[config.mk]
export PLATFORM = sky130hd
export DESIGN_NAME = mux2x1_interleave_flat
export DESIGN_NICKNAME = d
export VERILOG_FILES = /design/src/rtl/mux2x1_interleave_pkg.sv /design/src/rtl/mux2x1_interleave_if.sv /design/src/rtl/mux2x1_interleave_lane_fifo.sv /design/src/rtl/mux2x1_interleave.sv /design/src/flat_wrapper.sv
export SDC_FILE = /design/constraint.sdc
export NUM_CORES = 1
export LEC_CHECK = 0
export ABC_CLOCK_PERIOD_IN_PS = 2400
export BUFFER_PORTS_ARGS = -buffer_cell sky130_fd_sc_hd__buf_4
export CORE_UTILIZATION = 50
export CTS_CLUSTER_SIZE = 24
export DETAILED_ROUTE_END_ITERATION = 12
export GPL_TIMING_DRIVEN = 0
export PLACE_DENSITY = 0.74
export RECOVER_POWER = 100
export SKIP_CTS_REPAIR_TIMING = 1
export SLEW_MARGIN = 20
export SYNTH_ARGS = -nofsm -noshare
export SYNTH_HDL_FRONTEND = slang
export SYNTH_SLANG_ARGS = --single-unit
[constraint.sdc]
create_clock -name clk -period 2.4 [get_ports clk]
set_clock_uncertainty 0.15 [all_clocks]
set_input_delay 0.48 -clock clk [delete_from_list [all_inputs] [get_ports clk]]
set_output_delay 0.48 -clock clk [all_outputs]
set_load 0.02 [all_outputs]
[src/rtl/mux2x1_interleave_pkg.sv]
// Shared definitions for the 2-lane alternating splitter and its recombiner.
// Both ends import FIRST_LANE so they agree on which lane carries word 0.
package mux_demux_pkg;

  localparam int DATA_W_DEF = 8;
  localparam int DEPTH_DEF  = 4;
  localparam int NUM_LANES  = 2;

  localparam logic LANE0      = 1'b0;
  localparam logic LANE1      = 1'b1;
  localparam logic FIRST_LANE = LANE1;

  function automatic logic next_lane(input logic lane);
    return (lane == LANE1) ? LANE0 : LANE1;
  endfunction

endpackage

[src/rtl/mux2x1_interleave_if.sv]
// Lane inputs and recombined-stream outputs of the interleave recombiner.
// The master drives the two lanes; the slave is the recombiner itself.
interface mux2x1_interleave_if
  import mux_demux_pkg::*;
#(
  parameter int DATA_W = DATA_W_DEF
);

  logic [DATA_W-1:0] dataIn0;
  logic              validIn0;
  logic [DATA_W-1:0] dataIn1;
  logic              validIn1;
  logic [DATA_W-1:0] dataOut;
  logic              validOut;
  logic              ovf0;
  logic              ovf1;

  modport master (
    output dataIn0, validIn0, dataIn1, validIn1,
    input  dataOut, validOut, ovf0, ovf1
  );

  modport slave (
    input  dataIn0, validIn0, dataIn1, validIn1,
    output dataOut, validOut, ovf0, ovf1
  );

endinterface

[src/rtl/mux2x1_interleave_lane_fifo.sv]
// Per-lane skew FIFO: head is visible combinationally so the arbiter can
// pop and register it on the same edge. Reports dropped pushes on drop_o.
module lane_fifo
  import mux_demux_pkg::*;
#(
  parameter int DATA_W = DATA_W_DEF,
  parameter int DEPTH  = DEPTH_DEF
) (
  input  logic              clk,
  input  logic              reset,
  input  logic              push_i,
  input  logic [DATA_W-1:0] data_i,
  input  logic              pop_i,
  output logic [DATA_W-1:0] head_o,
  output logic              empty_o,
  output logic              drop_o
);

  localparam int AW = $clog2(DEPTH);
  localparam int CW = AW + 1;

  logic [DATA_W-1:0] mem_q [DEPTH];
  logic [AW-1:0]     wr_ptr_q;
  logic [AW-1:0]     rd_ptr_q;
  logic [CW-1:0]     count_q;
  logic [CW-1:0]     count_d;
  logic              full;
  logic              do_pop;
  logic              do_push;

  assign full    = (count_q == CW'(DEPTH));
  assign empty_o = (count_q == '0);
  assign head_o  = mem_q[rd_ptr_q];

  // A full FIFO still accepts a push when the same edge frees a slot.
  assign do_pop  = pop_i && !empty_o;
  assign do_push = push_i && (!full || do_pop);
  assign drop_o  = push_i && full && !do_pop;

  always_comb begin
    count_d = count_q;
    case ({do_push, do_pop})
      2'b10:   count_d = count_q + 1'b1;
      2'b01:   count_d = count_q - 1'b1;
      default: count_d = count_q;
    endcase
  end

  always_ff @(posedge clk) begin
    if (do_push) begin
      mem_q[wr_ptr_q] <= data_i;
    end
  end

  always_ff @(posedge clk or negedge reset) begin
    if (!reset) begin
      wr_ptr_q <= '0;
      rd_ptr_q <= '0;
      count_q  <= '0;
    end else begin
      if (do_push) begin
        wr_ptr_q <= wr_ptr_q + 1'b1;
      end
      if (do_pop) begin
        rd_ptr_q <= rd_ptr_q + 1'b1;
      end
      count_q <= count_d;
    end
  end

endmodule

[src/rtl/mux2x1_interleave.sv]
// Recombines two alternating lanes into one stream, popping strictly 1,0,1,0
// and stalling when the lane whose turn it is has nothing buffered.
module mux2x1_interleave
  import mux_demux_pkg::*;
#(
  parameter int DATA_W = DATA_W_DEF,
  parameter int DEPTH  = DEPTH_DEF
) (
  input  logic                  clk,
  input  logic                  reset,
  mux2x1_interleave_if.slave    bus
);

  logic [NUM_LANES-1:0][DATA_W-1:0] lane_data;
  logic [NUM_LANES-1:0]             lane_valid;
  logic [NUM_LANES-1:0][DATA_W-1:0] head;
  logic [NUM_LANES-1:0]             empty;
  logic [NUM_LANES-1:0]             drop;
  logic [NUM_LANES-1:0]             pop;
  logic                             avail;

  logic                             turn_q;
  logic [DATA_W-1:0]                data_q;
  logic                             valid_q;
  logic [NUM_LANES-1:0]             ovf_q;

  assign lane_data[0]  = bus.dataIn0;
  assign lane_data[1]  = bus.dataIn1;
  assign lane_valid[0] = bus.validIn0;
  assign lane_valid[1] = bus.validIn1;

  generate
    for (genvar gi = 0; gi < NUM_LANES; gi++) begin : g_lane
      // Only the lane whose turn it is may pop; the other waits even if full.
      assign pop[gi] = (turn_q == 1'(gi)) && !empty[gi];

      lane_fifo #(
        .DATA_W (DATA_W),
        .DEPTH  (DEPTH)
      ) u_fifo (
        .clk     (clk),
        .reset   (reset),
        .push_i  (lane_valid[gi]),
        .data_i  (lane_data[gi]),
        .pop_i   (pop[gi]),
        .head_o  (head[gi]),
        .empty_o (empty[gi]),
        .drop_o  (drop[gi])
      );
    end
  endgenerate

  assign avail = |pop;

  always_ff @(posedge clk or negedge reset) begin
    if (!reset) begin
      turn_q  <= FIRST_LANE;
      data_q  <= '0;
      valid_q <= 1'b0;
      ovf_q   <= '0;
    end else begin
      valid_q <= avail;
      if (avail) begin
        data_q <= head[turn_q];
        turn_q <= next_lane(turn_q);
      end
      ovf_q <= ovf_q | drop;
    end
  end

  assign bus.dataOut  = data_q;
  assign bus.validOut = valid_q;
  assign bus.ovf0     = ovf_q[0];
  assign bus.ovf1     = ovf_q[1];

endmodule

[src/flat_wrapper.sv]
// flat-port wrapper written by rule: the top's interface ports become plain ports
module mux2x1_interleave_flat import mux_demux_pkg::*;
#(
  parameter int DATA_W = DATA_W_DEF,
  parameter int DEPTH  = DEPTH_DEF
)
  (clk, reset, bus_dataIn0, bus_validIn0, bus_dataIn1, bus_validIn1, bus_dataOut, bus_validOut, bus_ovf0, bus_ovf1);
  mux2x1_interleave_if #(.DATA_W(DATA_W)) bus_i ();
  input  logic clk;
  input  logic reset;
  input wire logic [$bits(bus_i.dataIn0)-1:0] bus_dataIn0;
  input wire logic [$bits(bus_i.validIn0)-1:0] bus_validIn0;
  input wire logic [$bits(bus_i.dataIn1)-1:0] bus_dataIn1;
  input wire logic [$bits(bus_i.validIn1)-1:0] bus_validIn1;
  output wire logic [$bits(bus_i.dataOut)-1:0] bus_dataOut;
  output wire logic [$bits(bus_i.validOut)-1:0] bus_validOut;
  output wire logic [$bits(bus_i.ovf0)-1:0] bus_ovf0;
  output wire logic [$bits(bus_i.ovf1)-1:0] bus_ovf1;
  assign bus_i.dataIn0 = bus_dataIn0;
  assign bus_i.validIn0 = bus_validIn0;
  assign bus_i.dataIn1 = bus_dataIn1;
  assign bus_i.validIn1 = bus_validIn1;
  assign bus_dataOut = bus_i.dataOut;
  assign bus_validOut = bus_i.validOut;
  assign bus_ovf0 = bus_i.ovf0;
  assign bus_ovf1 = bus_i.ovf1;
  mux2x1_interleave #(.DATA_W(DATA_W), .DEPTH(DEPTH)) u_core (.clk(clk), .reset(reset), .bus(bus_i));
endmodule
[Word level (Yosys, flattened, before mapping)]
Memory sizes are Yosys's and may differ from the RTL's.
Cells that the tools add are included.
Word-level totals
  register bits after elaboration: 26
  memory bits (writable): 64
  input bits: 20
  output and inout port bits: 11
  logic and storage cells: 61
  memories: 2
Operators by class
  add/subtract/negate cells: 8
  magnitude comparators: 1
  equality and inequality tests: 6
  multiplexer cells: 9
  bitwise operators: 2
  reductions and logical operators: 23
Memories
  u_core.g_lane[0].u_fifo.mem_q: depth 4, width 8, rd ports 1, clocked after Yosys merged registers in 0, write ports 1, line mux2x1_interleave_lane_fifo.sv:22  | logic [DATA_W-1:0] mem_q [DEPTH];
  u_core.g_lane[1].u_fifo.mem_q: depth 4, width 8, rd ports 1, clocked after Yosys merged registers in 0, write ports 1, line mux2x1_interleave_lane_fifo.sv:22
Operators with widths (number)
  8-bit 2-to-1 mux: 2
  3-bit one-hot mux with 2 select lines: 2
  1-bit logical AND: 10
  2-bit by 1-bit adder with 2-bit output (second input constant): 4
  3-bit by 1-bit adder with 3-bit output (second input constant): 2
  3-bit == test (second input constant): 2
  1-bit logical NOT: 6
  3-bit logical NOT: 2
  3-bit by 1-bit subtractor with 3-bit output (second input constant): 2
  1-bit 2-to-1 mux: 5
  2-bit by 1-bit == test with 1-bit output (second input constant): 2
  2-bit == test (second input constant): 2
  2-bit nonzero test: 2
  1-bit logical OR: 2
  1-bit by 2-bit less-than comparator with 1-bit output (second input constant): 1
  2-bit OR: 1
  2-bit OR reduction: 1
  1-bit NOT: 1

[Longest topological paths before layout]
Gate-level depths: netlist of run 1.
  depth after elaboration: 8
  depth in mapped cells: 10
  depth with buffers taken out: 9

[Modules after synthesis]
From an unflattened synthesis of run 1, not the netlist that was laid out.
Unflattened totals
  cells, all modules: 218
  area total of the unflattened synthesis: 3873.7 um2
Modules (own cells, without submodules)
  lane_fifo at u_core.g_lane[0].u_fifo: times used 1, cells each 93, area an instance 1670.4 um2, seq. area each 1136.1 um2
  lane_fifo at u_core.g_lane[1].u_fifo: times used 1, cells each 80, area an instance 1591.5 um2, seq. area each 1136.1 um2
  mux2x1_interleave: times used 1, cells each 45, area an instance 611.8 um2, seq. area each 301.5 um2

[Worst setup path after synthesis of run 1]
No wires, ideal clock.
  kind: register to register
  start: register u_core.turn_q
  end: register u_core.g_lane[1].u_fifo.count_q[2]
  library setup time: 0.079 ns
  arrival time: 1.903 ns
  data required time: 2.171 ns
  slack: 0.267 ns
  cell stages (with the launch flop): 11
  path buffers: 1
  clock period less this slack: 2.133 ns
  path through: dfstp_2 > buf_2 > nor4b_2 > nor2b_2 > inv_1 > ha_1 > inv_1 > fa_1 > xor2_1 > nor2_1 > xor2_1
On the way
  word-level cells in the longest chain between the ends: 6
  elaborated cells on any way between the ends: 8
  classes of those cells: eq/ne: 2; mux: 1; reduce/logical: 5
RTL lines
  start: declaration: line mux2x1_interleave.sv:22  | logic turn_q;
  start signal: assignment: line mux2x1_interleave.sv:65  | turn_q <= next_lane(turn_q);
  1-bit logical AND *: line mux2x1_interleave.sv:35  | assign pop[gi] = (turn_q == 1'(gi)) && !empty[gi];
  1-bit logical AND *: line mux2x1_interleave_lane_fifo.sv:36  | assign do_pop = pop_i && !empty_o;
  1-bit logical OR: line mux2x1_interleave_lane_fifo.sv:37  | assign do_push = push_i && (!full || do_pop);
  1-bit logical AND: line mux2x1_interleave_lane_fifo.sv:37
  2-bit by 1-bit == test with 1-bit output or 2-bit == test (tied branches): line mux2x1_interleave_lane_fifo.sv:42  | case ({do_push, do_pop})
  3-bit one-hot mux with 2 select lines or 2-bit nonzero test (tied branches)
  end signal: assignment: line mux2x1_interleave_lane_fifo.sv:67  | count_q <= count_d;
  end: declaration: line mux2x1_interleave_lane_fifo.sv:25  | logic [CW-1:0] count_q;
Every way passes the cells marked *; elsewhere a longest branch is shown, timed or not.
A chain may end at the register's enable or synchronous reset.

[Worst setup path in the final report of run 1]
  start: register u_core.g_lane[1].u_fifo.count_q[0]
  end: register u_core.g_lane[1].u_fifo.count_q[2]
On the way
  word-level cells in the longest chain between the ends: 8
  elaborated cells on any way between the ends: 14
  classes of those cells: add/sub: 2; eq/ne: 3; mux: 1; reduce/logical: 8
RTL lines
  3-bit logical NOT: line mux2x1_interleave_lane_fifo.sv:32  | assign empty_o = (count_q == '0);
  1-bit logical NOT: line mux2x1_interleave_lane_fifo.sv:36, mux2x1_interleave.sv:35
  1-bit logical AND: line mux2x1_interleave.sv:35
  1-bit logical AND: line mux2x1_interleave_lane_fifo.sv:36
  1-bit logical OR: line mux2x1_interleave_lane_fifo.sv:37
  1-bit logical AND: line mux2x1_interleave_lane_fifo.sv:37
  2-bit by 1-bit == test with 1-bit output or 2-bit == test (tied branches): line mux2x1_interleave_lane_fifo.sv:42
  3-bit one-hot mux with 2 select lines or 2-bit nonzero test (tied branches)
Several ways; a longest one is shown, not always the timed one.

==> impl_metrics.csv, run 1 <==
group,metric,value,unit
status,outcome,"complete, no violations",
critical_path,critPathLaunch,"u_core.g_lane[1].u_fifo.count_q[0]",
detailed_routing,drc,0,
logic_synthesis,netlist_area,3760,um^2
clock_tree,h-tree-depth,3,
detailed_routing,wirelength,6160,um
critical_path,path_cells,"nor4b_4 > nor2b_4 > inv_1 > ha_2 > inv_1 > fa_1 > xor2_1 > nor2_1 > xor2_1",
sta,fmax,454,MHz
detailed_routing,postRouteAntennaNets,0,
clock_tree,cts.clk_slew.worst_paths,0.08,ns
die,die_area,7860,um^2
critical_path,worstPathArrival,2.34,ns
hold_path,hp-class,"input pin to flop",
logic_synthesis,syn_nets,256,
sta,setup_viol,0,
clock_tree,cts_tree,"yes",
logic_synthesis,synth-main-ff-cell,"edfxtp_1",
detailed_routing,vias,1936,
placed_design,finalWeightedCongestion,0.740,
detailed_routing,firstDrtPassIters,4,
clock_tree,cts_made_buffers,9,
critical_path,worstSetupEndpointType,"flop",
pwr,power_density,1290,nW/um^2
clock_tree,clk_latency,0.36,ns
sta,maxSlewViolCount,0,
final_layout,syn_to_final_growth,13.1,%
critical_path,r2r_start,"u_core.g_lane[1].u_fifo.count_q[0]",
logic_synthesis,synth_top_family_by_area,"multiplexers",
global_routing,grt_max_degree,27,
critical_path,crit_type,"flop to flop",
detailed_routing,routedWlPerCell,16.4,um
critical_path,worst_ep_required_time,2.53,ns
logic_synthesis,netlist-cell-type-count,34,
detailed_routing,drtIter0Drc,146,
placed_design,dp_hpwl,4150,um
global_routing,grt_use_total,17.7,%
placed_design,post-place-cells,353,
sta,finalCritPeriodShare,91.9,%
detailed_routing,vias_per_cell,5.16,
clock_tree,cts.path.max_buffers,2,
logic_synthesis,synthXorXnorAreaFrac,2.80,%
pwr,leakage,0.00156,uW
sta,setup_tns,0,ns
final_layout,fin_cells,375,
global_routing,grt_overflow,0,
critical_path,critPathMaxStageDelay,0.45,ns
placed_design,portBuffers,30,
pwr,ir_drop,413,uV
sta,rsz0062_at_grt,"no",
sta,relSlewSlack,7.16,%
final_layout,nets,303,
die,core_area,7250,um^2
logic_synthesis,synth_fa_ha_area_share,4.40,%
sta,tightest_slew,1.39,ns
sta,finalHoldViolCount,0,
logic_synthesis,yosysTopAreaCell,"edfxtp_1",
sta,finalCriticalPeriod,2.20,ns
global_routing,antenna_found_initial,0,
logic_synthesis,synthSimpleGateAreaFrac,6.56,%
global_routing,first_global_vias,1854,
die,die_x,88.7,um
final_layout,final_util,58.6,%
logic_synthesis,synth_area_leaders,"edfxtp_1, dfrtp_1, mux4_2",
logic_synthesis,ys_async_sr_fraction,28.9,%
die,ios,31,
logic_synthesis,synth-seq-cells,90,
final_layout,stdcell_area,4250,um^2
global_routing,grt_pass1_wl,9760,um
clock_tree,clockRootBuffer,"clkbuf_8",
logic_synthesis,synth_mux_area_share,10.6,%
sta,hold_slack,0.189,ns
critical_path,critPathLaunchType,"flop",
critical_path,cp_max_fo,5,
placed_design,dpl-instance-area,4110,um^2
die,initial_core_util,51.8,%
critical_path,crit_buf_inv,2,
logic_synthesis,avgSynthCellArea,16.8,um^2
clock_tree,clkSinkCount,90,
die,rows,31,
critical_path,critPathTopFamily,"simple AND/OR/NAND/NOR gates",
logic_synthesis,synth_top_area_share,51.2,%
job,maxCapViolations,0,
final_layout,num_antenna_cells,0,
logic_synthesis,synth_cells,224,
critical_path,slowest_stage,"dfrtp_1",
die,die_h,88.7,um
logic_synthesis,synth_edf_count,64,
logic_synthesis,synth-compound-area-share,4.43,%
logic_synthesis,ys.warnings.count,0,
final_layout,drive_above_1_share,18.8,%
logic_synthesis,yosysSeqAreaShare,68.5,%
hold_path,hp-start,"bus_validIn1",
==> worst reg2reg max path, delay by kind of cell (launching register included) <==
family / cells / cell delay [ns]
buffers and inverters: 2 / 0.11
flip-flops: 1 / 0.45
AND/OR/NAND/NOR: 3 / 0.57
XOR/XNOR: 2 / 0.30
adder cells (fa/ha/maj): 2 / 0.54
==> cell usage after synthesis (2+ instances only) <==
| cell | instances |
|---|---|
| clkbuf_2 | 2 |
| edfxtp_1 | 64 |
| buf_2 | 2 |
| xnor2_1 | 5 |
| a21o_1 | 2 |
| a21oi_1 | 9 |
| clkbuf_1 | 2 |
| dfrtp_1 | 25 |
| inv_1 | 13 |
| fa_1 | 2 |
| and2_1 | 8 |
| ha_1 | 10 |
| nor2_1 | 5 |
| nand2_1 | 25 |
| xor2_1 | 7 |
| a32oi_1 | 8 |
| buf_4 | 2 |
| mux4_2 | 16 |
| or3_1 | 2 |
==> cells by family after synthesis <==
kind of cell,count (synthesis)
flops,90
compound gates,22
xor+xnor,12
simple gates,47
buf+inv,22
fa+ha+maj,12
mux,19
==> per-stage QoR <==
stage / setup slack [ns] / total power, uW
after global placement: 0.125 / 4490
after detailed placement: 0.0443 / 4550
final: 0.195 / 5460
after floorplan: 0.267 / 3930
after CTS: 0.00578 / 5540
after global routing: 0.0369 / 5830
==> final timing paths <==
path	slack, ns	endpoint	cells past startpoint
worst max register to register	0.20	u_core.g_lane[1].u_fifo.count_q[2]	9
worst min register to register	0.31	u_core.ovf_q[1]	1
min in group asynchronous	0.82	u_core.g_lane[0].u_fifo.count_q[1]	2
max in group asynchronous	0.45	u_core.g_lane[1].u_fifo.rd_ptr_q[1]	2
worst min-delay path	0.19	u_core.ovf_q[1]	2
worst max-delay path	0.20	u_core.g_lane[1].u_fifo.count_q[2]	9
==> metal layers <==
metal | wire (um) | part of all wire [%] | GRT usage, %
met5 | 0 | 0 | 0
met4 | 106 | 1.7 | 8.36
met2 | 2900 | 47 | 26.9
met3 | 236 | 3.8 | 4.48
met1 | 2920 | 47 | 24.3
==> power by group <==
part	switching [uW]	internal (uW)	total [uW]
sequential	273	2160	2430
clock	502	479	981
combinational	1130	919	2050
==> flip-flops by register name, summed over array words and instances, names as in the netlist <==
register and cells:
u_core.bus.dataOut 8, u_core.bus.validOut 1, u_core.g_lane.u_fifo.count_q 6, u_core.g_lane.u_fifo.mem_q 64
u_core.g_lane.u_fifo.rd_ptr_q 4, u_core.g_lane.u_fifo.wr_ptr_q 4, u_core.ovf_q 2, u_core.turn_q 1
==> layout make-up <==
| type | count | area, um^2 |
|---|---|---|
| clock buffers | 11 | 131 |
| fillers | 578 | 3000 |
| flip-flops and latches | 90 | 2570 |
| multi-input cells | 112 | 1100 |
| well taps | 99 | 124 |
| repair buffers | 37 | 171 |
| plain buffers | 8 | 48.8 |
| clock inverters | 5 | 55.1 |
| inverters | 13 | 48.8 |
==> placed cells by master, fill, tap and decap left out, types with 2 or more instances in the layout <==
cell type,synthesis,routed
a21o_1,2,2
a21oi_1,9,9
a32oi_1,8,8
and2_0,0,8
buf_4,2,8
clkbuf_1,2,33
clkbuf_2,2,2
clkbuf_8,0,9
dfrtp_1,25,25
edfxtp_1,64,64
fa_1,2,2
ha_1,10,9
inv_1,13,13
mux4_2,16,16
nand2_1,25,25
nor2_1,5,5
or3_1,2,2
xnor2_1,5,5
xor2_1,7,7
Note: power is estimated with default switching activity, not from simulation.
==> inputs of run 2 (changes only) <==
Settings changed: CELL_PAD_IN_SITES_DETAIL_PLACEMENT from default to 0, CELL_PAD_IN_SITES_GLOBAL_PLACEMENT from default to 2, CORE_UTILIZATION 50 to 44, PLACE_DENSITY 0.74 to 0.84.
==> run 2 against run 1 <==
Register-to-register slack got worse by 0.04 ns. Sequential power about the same. Worst setup slack worse by 0.037 ns. Critical endpoint unchanged. Largest power group unchanged. Largest cell class unchanged. Clock power shrank 5.4%. Fmax decreased by 1.6%.
==> impl_metrics.csv, run 2 (synthesized netlist as in run 1, its figures left out) <==
group,metric,value,unit
die,die_x,94.4,um
final_layout,final_util,51.0,%
sta,fin_ws,0.159,ns
hold_path,holdPathStages,2,
placed_design,dp_hpwl,4300,um
detailed_routing,routedWlPerCell,16.6,um
placed_design,post-place-ws,0.0498,ns
job,maxCapViolations,0,
detailed_routing,postRouteAntennaNets,0,
sta,setup_viol,0,
die,die_h,94.4,um
critical_path,crit_type,"flop to flop",
clock_tree,cts.clk_slew.worst_paths,0.09,ns
global_routing,busiest_layer,"met2",
pwr,power_density,1260,nW/um^2
status,outcome,"complete, no violations",
global_routing,grt_use_total,16.0,%
clock_tree,h-tree-depth,3,
pwr,leakage,0.00153,uW
detailed_routing,drtIter0Drc,44,
global_routing,first_global_vias,2037,
global_routing,grt_use_met2,26.3,%
sta,rsz0062_at_grt,"no",
die,core_area,8260,um^2
critical_path,timing.rr.end,"u_core.g_lane[1].u_fifo.count_q[2]",
final_layout,nets,299,
die,ios,31,
final_layout,regMostFlops,"u_core.g_lane.u_fifo.mem_q",
clock_tree,cts_made_buffers,9,
critical_path,cp_max_fo,10,
global_routing,antenna_found_initial,0,
sta,finalCriticalPeriod,2.24,ns
pwr,ir_drop,436,uV
global_routing,met1_usage,20.8,%
hold_path,hp-class,"input pin to flop",
detailed_routing,wirelength,6250,um
global_routing,grt_max_degree,27,
sta,tightest_slew,1.17,ns
critical_path,worstPathArrival,2.32,ns
die,initial_core_util,45.5,%
die,die_area,8910,um^2
global_routing,grt_util_met3,2.66,%
final_layout,num_antenna_cells,0,
global_routing,grt_pass1_wl,10200,um
placed_design,finalWeightedCongestion,0.704,
critical_path,regToRegSetupSlack,0.16,ns
clock_tree,cts.path.max_buffers,2,
global_routing,grt_overflow,0,
critical_path,critPathLaunchType,"flop",
placed_design,portBuffers,30,
detailed_routing,drc,0,
clock_tree,cts_tree,"yes",
detailed_routing,vias_per_cell,5.12,
final_layout,fin_cells,377,
sta,relSlewSlack,21.5,%
sta,maxSlewViolCount,0,
final_layout,largest_reg_flops,64,
critical_path,r2r_start,"u_core.g_lane[1].u_fifo.count_q[1]",
die,rows,33,
final_layout,syn_to_final_growth,12.2,%
hold_path,min_to,"u_core.ovf_q[1]",
critical_path,worstSetupEndpointType,"flop",
sta,finalHoldViolCount,0,
sta,setup_tns,0,ns
sta,finalCritPeriodShare,93.4,%
hold_path,hp-start,"bus_validIn1",
critical_path,worst_ep_required_time,2.48,ns
clock_tree,clkSinkCount,90,
final_layout,final_cell_mix,"edfxtp_1, clkbuf_1, nand2_1",
detailed_routing,firstDrtPassIters,4,
critical_path,reg2regPathDepth,9,
final_layout,final_common_cell,"edfxtp_1",
clock_tree,clk_latency,0.35,ns
sta,fmax,446,MHz
placed_design,post-place-cells,359,
clock_tree,clockRootBuffer,"clkbuf_8",
final_layout,drive_above_1_share,18.4,%
detailed_routing,vias,1931,
==> run 2: cell types whose count changed in the layout (fill, tap and decap cells not counted), moves of 2 or more <==
cell / before / now
inv_6: 0 / 2
buf_4: 8 / 5
clkbuf_1: 33 / 31
clkinvlp_4: 1 / 3
==> run 2: critical path, stage by stage (launching register included) <==
cell and delay, ns:
dfrtp_1 0.45, or3_1 0.40, buf_6 0.15, and2_4 0.16
ha_1 0.21, inv_1 0.07, fa_1 0.17, xor2_1 0.15
nor2_1 0.07, xor2_1 0.14
==> run 2: area by class of cell <==
cell class | count | area [um^2]
inverter | 13 | 48.8
clock buffer | 10 | 128
clock inverter | 6 | 48.8
timing repair buffer | 33 | 145
sequential | 90 | 2570
tap | 105 | 131
fill | 747 | 4040
multi-input combinational | 112 | 1090
buffer | 8 | 48.8
==> run 2: where the power goes <==
part	total [uW]	internal, uW	switching, uW
sequential	2450	2160	286
combinational	1950	865	1080
clock	928	386	543
total	5320	3410	1910
==> run 2: how the worst max path moves through the flow <==
stage	start	endpoint	depth (start not counted)
after floorplan	u_core.turn_q	u_core.g_lane[1].u_fifo.count_q[2]	10
after global placement	u_core.turn_q	u_core.g_lane[1].u_fifo.count_q[2]	10
after detailed placement	u_core.turn_q	u_core.g_lane[1].u_fifo.count_q[2]	10
after CTS	u_core.turn_q	u_core.g_lane[1].u_fifo.count_q[2]	10
after global routing	u_core.g_lane[1].u_fifo.count_q[1]	u_core.g_lane[1].u_fifo.count_q[2]	9
final	u_core.g_lane[1].u_fifo.count_q[1]	u_core.g_lane[1].u_fifo.count_q[2]	9
==> run 2: metrics by stage <==
stage	instance area, um^2	hold WS (ns)	power [uW]
detailed placement	4110	0.264	4550
CTS	4290	-0.120	5470
finish	4210	0.186	5320
floorplan	3760	0.0344	3930
global route	4210	0.177	5720
global placement	4110	0.263	4500
==> run 2: per-layer routing <==
layer,wire (um),vias to the layer above
met5,0,-
li1,-,913
met4,96,0
met1,2840,986
met2,3150,25
met3,163,7
==> inputs of run 3 (changes only) <==
Settings changed: PLACE_DENSITY 0.84 to default, PLACE_DENSITY_LB_ADDON from default to 0.08.
==> run 3 against run 2 <==
Via count shrank 0.62%. Fmax shrank 1.6%. Critical endpoint unchanged. Utilization is the same. Largest power group unchanged. Sequential share of layout area is the same. Register-to-register slack lost 0.04 ns. Global-route usage grew 0.63 points. Sequential cell count is the same. Combinational power grew 2%. Clock power grew 3.7%.
==> impl_metrics.csv, run 3 (synthesized netlist as in run 1, its figures left out) <==
group,metric,value,unit
final_layout,nets,298,
critical_path,worstPathArrival,2.39,ns
critical_path,slowest_stage,"dfstp_2",
global_routing,grt_overflow,0,
critical_path,critPathMaxStageDelay,0.44,ns
die,die_x,94.4,um
detailed_routing,drtIter0Drc,64,
clock_tree,cts.path.max_buffers,2,
detailed_routing,routedWlPerCell,17.3,um
critical_path,path_cells,"nor4b_4 > nor2b_4 > inv_1 > ha_1 > inv_1 > fa_1 > xor2_1 > nor2_1 > xor2_1",
clock_tree,cts.clk_slew.worst_paths,0.09,ns
pwr,power_density,1280,nW/um^2
final_layout,drive_above_1_share,18.5,%
pwr,ir_drop,507,uV
critical_path,cp_max_fo,8,
final_layout,nFillCells,737,
global_routing,grt_use_total,16.6,%
critical_path,crit_type,"flop to flop",
critical_path,regToRegSetupSlack,0.12,ns
pwr,total_power,5400,uW
sta,fin_ws,0.122,ns
hold_path,hp-class,"input pin to flop",
clock_tree,cts_made_buffers,9,
hold_path,hp-start,"bus_validIn1",
critical_path,critPathLaunchType,"flop",
sta,maxSlewViolCount,0,
final_layout,regMostFlops,"u_core.g_lane.u_fifo.mem_q",
sta,finalCritPeriodShare,94.9,%
detailed_routing,postRouteAntennaNets,0,
global_routing,first_global_vias,1996,
global_routing,grt_pass1_wl,10500,um
final_layout,syn_to_final_growth,12.2,%
detailed_routing,vias_per_cell,5.10,
final_layout,final_util,51.0,%
clock_tree,clockRootBuffer,"clkbuf_8",
pwr,leakage,0.00154,uW
placed_design,dp_hpwl,4430,um
detailed_routing,wirelength,6520,um
detailed_routing,firstDrtPassIters,4,
critical_path,crit_end,"u_core.g_lane[1].u_fifo.count_q[2]",
detailed_routing,vias,1919,
placed_design,post-place-ws,0.0373,ns
die,ios,31,
placed_design,finalWeightedCongestion,0.701,
die,die_h,94.4,um
job,maxCapViolations,0,
final_layout,final_cell_mix,"edfxtp_1, clkbuf_1, nand2_1",
status,outcome,"complete, no violations",
critical_path,reg2regPathDepth,9,
critical_path,worst_ep_required_time,2.52,ns
clock_tree,clkSinkCount,90,
final_layout,final_common_cell,"edfxtp_1",
clock_tree,cts_tree,"yes",
sta,fmax,439,MHz
final_layout,largest_reg_flops,64,
critical_path,worstSetupEndpointType,"flop",
sta,relSlewSlack,16.7,%
critical_path,timing.rr.end,"u_core.g_lane[1].u_fifo.count_q[2]",
die,rows,33,
placed_design,portBuffers,30,
die,die_area,8910,um^2
critical_path,critPathLaunch,"u_core.turn_q",
die,core_area,8260,um^2
global_routing,antenna_found_initial,0,
sta,finalHoldViolCount,0,
detailed_routing,drc,0,
sta,setup_tns,0,ns
clock_tree,clk_latency,0.35,ns
global_routing,grt_max_degree,27,
clock_tree,h-tree-depth,3,
sta,setup_viol,0,
sta,finalCriticalPeriod,2.28,ns
critical_path,r2r_start,"u_core.turn_q",
sta,tightest_slew,1.24,ns
final_layout,num_antenna_cells,0,
die,initial_core_util,45.5,%
## run 3: cell count changes in the layout (fill, tap and decap cells not counted)
cell | previous run | this run
clkinvlp_4 | 3 | 0
clkbuf_1 | 31 | 29
inv_6 | 2 | 4
clkbuf_2 | 2 | 3
clkbuf_4 | 1 | 0
clkinv_1 | 0 | 1
inv_8 | 0 | 1
## run 3: routing by layer
layer	track usage (%)	share of wire, %	vias up
met1	23.0	46	956
met3	2.98	4.6	6
met5	0	0	-
li1	-	-	914
met4	6.54	1.1	0
met2	26.3	48	43
## run 3: worst min path at each step
stage,end,slack [ns],cells after the start
global placement,u_core.ovf_q[1],0.27,1
finish,u_core.ovf_q[1],0.19,2
detailed placement,u_core.ovf_q[1],0.27,1
global route,u_core.ovf_q[1],0.18,2
floorplan,u_core.bus.dataOut[0],0.03,0
CTS,u_core.g_lane[0].u_fifo.count_q[2],-0.11,1
## run 3: where the power goes
part,total [uW],switching (uW),leakage [uW],internal (uW)
registers,2450,284,0.000881,2160
clock network,962,564,0.0000946,397
logic,1990,1120,0.000567,870
## run 3: area by class of cell
cell class	instances	area, um^2	area share, %
clock inverter	7	58.8	1.40
buffer	8	48.8	1.16
inverter	13	48.8	1.16
sequential	90	2570	61.1
clock buffer	9	124	2.94
timing repair buffer	32	139	3.30
multi-input combinational	112	1090	25.8
tap	105	131	3.12
## run 3: critical path, delay by kind of cell (launching register included)
kind                     cells  cell delay [ns]
adder cells (fa/ha/maj)      2             0.54
XOR/XNOR                     2             0.32
AND/OR/NAND/NOR              3             0.62
flip-flops                   1             0.44
buffers and inverters        2             0.13
## run 3: stage by stage
| stage | std cells | hold slack [ns] | cell area (um^2) |
|---|---|---|---|
| floorplan | 224 | 0.0344 | 3760 |
| global placement | 359 | 0.272 | 4110 |
| detailed placement | 359 | 0.269 | 4110 |
| CTS | 375 | -0.114 | 4300 |
| global route | 376 | 0.182 | 4210 |
| finish | 376 | 0.192 | 4210 |
